==> src/rtl/alu_pkg.sv <==
// Shared ALU definitions: FSM encoding, datapath defaults and flag positions.
// Used by the multicycle subtractor and the adder path.
package alu_pkg;

    localparam int DEF_WIDTH   = 16;
    localparam int DEF_DIGIT_W = 4;

    localparam logic [1:0] S_IDLE = 2'd0;
    localparam logic [1:0] S_RUN  = 2'd1;
    localparam logic [1:0] S_DONE = 2'd2;

    typedef enum logic [1:0] {
        IDLE = S_IDLE,
        RUN  = S_RUN,
        DONE = S_DONE
    } state_t;

    localparam int BOUT   = 0;
    localparam int OVF    = 1;
    localparam int ZERO   = 2;
    localparam int FLAG_W = 3;

endpackage

==> src/rtl/sub_digit.sv <==
// One digit of the serial subtractor: combinational borrow-ripple
// chain of full-subtractor cells, x - y - bi.
module sub_digit #(
    parameter int DIGIT_W = 4
) (
    input  logic [DIGIT_W-1:0] x,
    input  logic [DIGIT_W-1:0] y,
    input  logic               bi,
    output logic [DIGIT_W-1:0] diff,
    output logic               bo
);

    logic [DIGIT_W:0] br;

    assign br[0] = bi;

    for (genvar i = 0; i < DIGIT_W; i++) begin : g_cell
        assign diff[i]  = x[i] ^ y[i] ^ br[i];
        assign br[i+1]  = (~x[i] & y[i])
                        | (~(x[i] ^ y[i]) & br[i]);
    end

    assign bo = br[DIGIT_W];

endmodule

==> src/rtl/sub_16_seq.sv <==
// Multicycle subtractor: a - b - bin, one digit per clock, LSB first.
// Results and flags hold until the next accepted start.
module sub_16_seq
    import alu_pkg::*;
#(
    parameter int WIDTH   = DEF_WIDTH,
    parameter int DIGIT_W = DEF_DIGIT_W
) (
    input  logic             clk,
    input  logic             rst,
    input  logic             start,
    input  logic [WIDTH-1:0] a,
    input  logic [WIDTH-1:0] b,
    input  logic             bin,
    output logic [WIDTH-1:0] d,
    output logic             bout,
    output logic             ovf,
    output logic             zero,
    output logic             busy,
    output logic             done
);

    localparam int N  = WIDTH / DIGIT_W;
    localparam int CW = (N > 1) ? $clog2(N) : 1;

    state_t state;
    state_t nxt;

    logic [CW-1:0]      cnt;
    logic [WIDTH-1:0]   xa;
    logic [WIDTH-1:0]   xb;
    logic [WIDTH-1:0]   acc;
    logic               brw;
    logic [WIDTH-1:0]   d_r;
    logic [FLAG_W-1:0]  flags;
    logic               done_r;

    logic [DIGIT_W-1:0] dig;
    logic               dig_bo;
    logic               accept;
    logic               last;
    logic [WIDTH-1:0]   res;

    sub_digit #(
        .DIGIT_W (DIGIT_W)
    ) u_digit (
        .x    (xa[DIGIT_W-1:0]),
        .y    (xb[DIGIT_W-1:0]),
        .bi   (brw),
        .diff (dig),
        .bo   (dig_bo)
    );

    assign accept = start && (state == IDLE || state == DONE);
    assign last   = (state == RUN) && (cnt == CW'(N - 1));
    // New digit enters at the top; after N digits the word is aligned.
    assign res    = WIDTH'({dig, acc} >> DIGIT_W);

    always_ff @(posedge clk) begin
        if (rst) state <= IDLE;
        else     state <= nxt;
    end

    always_comb begin
        nxt = state;
        unique case (state)
            IDLE:    if (start) nxt = RUN;
            RUN:     if (last)  nxt = DONE;
            DONE:    nxt = start ? RUN : IDLE;
            default: nxt = IDLE;
        endcase
    end

    always_ff @(posedge clk) begin
        if (rst) begin
            cnt    <= '0;
            xa     <= '0;
            xb     <= '0;
            acc    <= '0;
            brw    <= 1'b0;
            d_r    <= '0;
            flags  <= '0;
            done_r <= 1'b0;
        end else begin
            done_r <= last;
            if (accept) begin
                xa  <= a;
                xb  <= b;
                brw <= bin;
                acc <= '0;
                cnt <= '0;
            end else if (state == RUN) begin
                xa  <= xa >> DIGIT_W;
                xb  <= xb >> DIGIT_W;
                brw <= dig_bo;
                acc <= res;
                cnt <= cnt + 1'b1;
                if (last) begin
                    // Top digit of xa/xb still holds the operand sign bits.
                    d_r         <= res;
                    flags[BOUT] <= dig_bo;
                    flags[OVF]  <= (xa[DIGIT_W-1] != xb[DIGIT_W-1])
                                && (res[WIDTH-1] != xa[DIGIT_W-1]);
                    flags[ZERO] <= (res == '0);
                end
            end
        end
    end

    assign d    = d_r;
    assign bout = flags[BOUT];
    assign ovf  = flags[OVF];
    assign zero = flags[ZERO];
    assign busy = (state == RUN);
    assign done = done_r;

endmodule

==> config.mk <==
export PLATFORM = sky130hd
export DESIGN_NAME = sub_16_seq
export DESIGN_NICKNAME = d
export VERILOG_FILES = /design/src/rtl/alu_pkg.sv /design/src/rtl/sub_digit.sv /design/src/rtl/sub_16_seq.sv
export SDC_FILE = /design/constraint.sdc
export NUM_CORES = 1
export LEC_CHECK = 0
export BUFFER_PORTS_ARGS = -buffer_cell sky130_fd_sc_hd__buf_4
export CAP_MARGIN = 20
export CORE_MARGIN = 8
export CORE_UTILIZATION = 50
export CTS_CLUSTER_DIAMETER = 150
export CTS_CLUSTER_SIZE = 10
export DETAILED_ROUTE_END_ITERATION = 10
export PLACE_DENSITY = 0.78
export SYNTH_ARGS = -nofsm -noshare
export SYNTH_HDL_FRONTEND = slang
export SYNTH_HIERARCHICAL = 1
export SYNTH_SLANG_ARGS = --single-unit
==> constraint.sdc <==
create_clock -name clk -period 3.1 [get_ports clk]
set_clock_uncertainty 0.05 [all_clocks]
set_input_delay 0.465 -clock clk [delete_from_list [all_inputs] [get_ports clk]]
set_output_delay 0.465 -clock clk [all_outputs]
set_load 0.02 [all_outputs]
==> results.cfg <==
[run_status]
outcome = complete, no violations

[route]
num_vias = 2376
wire_per_inst_um = 14.1
first_pass_iters = 4
drt-total-wl_um = 6350
drt_iter0_markers = 114
postRouteAntennaNets = 0
drc = 0
vias_per_cell = 5.28

[timing]
rsz0062_at_grt = no
worst_pin_slew_ps = 807
final_hold_viol_count = 0
period_needed_ps = 2740
setup_tns_ps = 0
min_period_over_period = 0.883
maxSlewViolCount = 0
finalSetupViolations = 0
max_freq_mhz = 365
max_slew_margin = 0.462

[floorplanning]
die_h_um = 90.9
rows = 27
die-area_mm2 = 0.00827
fp.coreArea_mm2 = 0.00547
die_width_um = 90.9
initial_core_util = 0.513
num_io_pins = 57

[placement]
gp_congestion = 0.775
portBuffers = 56
dpl.cell_count = 434
post-dp-hpwl_um = 4150

[power_and_ir_drop]
clkPwrFrac = 0.423
power.internal_uw = 1590
p_leak_uw = 0.00132
p_per_area_mw_per_mm2 = 616
swShare = 0.245
ir_drop_mv = 0.327
power_frac_comb = 0.124
netSwitchingPower_uw = 517
seqPwrFrac = 0.452

[clock_network]
cts_made_buffers = 9
cts_root_buffer = clkbuf_8
h-tree-depth = 3
cts_hold_buf = 0
cts_tree = built
cts_resized = 0
clockBufferDepth = 2
postCtsSetupRepairBufs = 0
worstSkewPairLatency_ps = 340
clock-sinks = 69
clkTransAtPathRegs_ps = 70

[yosys]
ys_warn_count = 6
synth.net_count = 371
ys_ff_latch = 69
ys_seq_area_frac = 0.492
synthCells = 330
postSynthAreaPerCell_um2 = 8.51
synthesis.area_mm2 = 0.00281
ys_types = 31

[worst_setup_path]
startpoint = xb[0]
crit_fanout = 5
r2r-start = xb[0]
crit_arrival_ps = 2940
start_kind = flip-flop
required_ps = 3300
critPathCaptureType = flip-flop
path_class = flip-flop to flip-flop

[global_routing]
busiest_layer = met2
antenna_found_initial = 0
grt_overflow = 0
use_met3 = 0.0469
grt_pass1_vias = 2352
grt.met2_usage = 0.258
grt_pass1_wl_um = 10700
grt_usage = 0.157
use_met1 = 0.180
grt_max_degree = 45

[run]
drv_cap = 0

[layout]
syn_to_final_growth_pct = 21.9
finalNetCount = 414
num_antenna_cells = 0
instances_no_fill = 450
regArea_mm2 = 0.00138
fillers = 509
final_cell_mix = nand2_1 (81), dfxtp_1 (69), buf_4 (59), a21oi_1 (45), nor3_1 (18)
multiInputGateArea_mm2 = 0.00122
drive_gt1_frac = 0.222
mostFrequentLayoutCell = nand2_1

[worst_hold_path]
holdCritStartpoint = b[15]
hold_path.class = input pin to flip-flop
## worst max-delay path: stages, from the launching register on
cell and delay, ps:
dfxtp_1 320, inv_1 70, fa_1 170, inv_1 50, fa_1 410, fa_1 400
inv_1 90, fa_1 490, nor4_1 290, nand4_1 130, o31ai_1 190
## per-layer routing
layer	routed length [um]	share of wire
met5	0	0
met4	79	0.012
met3	313	0.049
met2	3010	0.47
met1	2940	0.46
## state kept, by name, indices dropped and copies added, names as in the netlist
signal / cells
cnt: 2
xb: 16
acc: 12
done: 1
brw: 1
flags: 3
d: 16
state: 2
xa: 16
## power groups by stage
stage	registers (uW)	clock network, uW	logic, uW
global placement	972	0	253
floorplan	967	0	198
global route	959	958	294
CTS	954	907	262
finish	955	893	262
detailed placement	975	0	260
## synth_stat cells
cell / count / share of area
nand3_1: 15 / 0.027
nand2b_2: 1 / 0.0031
xnor2_1: 1 / 0.0031
a311oi_2: 5 / 0.027
nor2b_1: 2 / 0.0045
o21a_1: 1 / 0.0027
ha_1: 1 / 0.0045
nand2b_1: 2 / 0.0045
a221oi_1: 1 / 0.0031
inv_6: 1 / 0.0031
and3b_1: 1 / 0.0031
nand4_1: 1 / 0.0022
nor2_1: 14 / 0.019
nand2_1: 81 / 0.11
buf_2: 9 / 0.016
mux2i_1: 3 / 0.011
a21oi_1: 45 / 0.080
a22oi_1: 10 / 0.027
dfxtp_1: 69 / 0.49
nor4_1: 4 / 0.0089
buf_6: 3 / 0.012
inv_1: 10 / 0.013
nand3b_1: 2 / 0.0053
nor3_1: 18 / 0.032
clkbuf_1: 2 / 0.0027
fa_1: 4 / 0.029
o31ai_1: 1 / 0.0027
buf_1: 4 / 0.0053
a311oi_1: 3 / 0.0094
o22ai_1: 7 / 0.016
buf_4: 9 / 0.024
## kinds of logic after synthesis
family | share of synthesized area
AO/OA/AOI/OAI | 0.167
XOR/XNOR | 0.00312
adder cells (fa/ha/maj) | 0.0330
buffers and inverters | 0.0766
flip-flops | 0.492
multiplexers | 0.0107
AND/OR/NAND/NOR | 0.217
## metrics by stage
step | setup WS [ps] | util | total power, uW | hold slack [ps] | area, um^2
2_1_floorplan | 517 | - | 1160 | 390 | 2810
3_3_place_gp | 408 | 0.580 | 1230 | 395 | 3180
3_5_place_dp | 338 | 0.580 | 1230 | 398 | 3180
4_1_cts | 325 | 0.626 | 2120 | 304 | 3420
5_1_grt | 147 | 0.626 | 2210 | 308 | 3420
6_report | 362 | 0.626 | 2110 | 314 | 3420
## final cells by class
type / count / share of cell area
Clock buffer: 10 / 0.0402
Clock inverter: 6 / 0.0318
Inverter: 11 / 0.0135
Multi-Input combinational cell: 223 / 0.355
Sequential cell: 69 / 0.404
Tap cell: 72 / 0.0263
Timing Repair Buffer: 59 / 0.129
## worst paths after layout
path,end,slack [ps],cells after the start
max reg2reg,flags[2],360,10
min,xb[15],310,3
max,flags[2],360,10
min reg2reg,d[11],410,2
No activity file was read; power rests on OpenSTA's default activity.
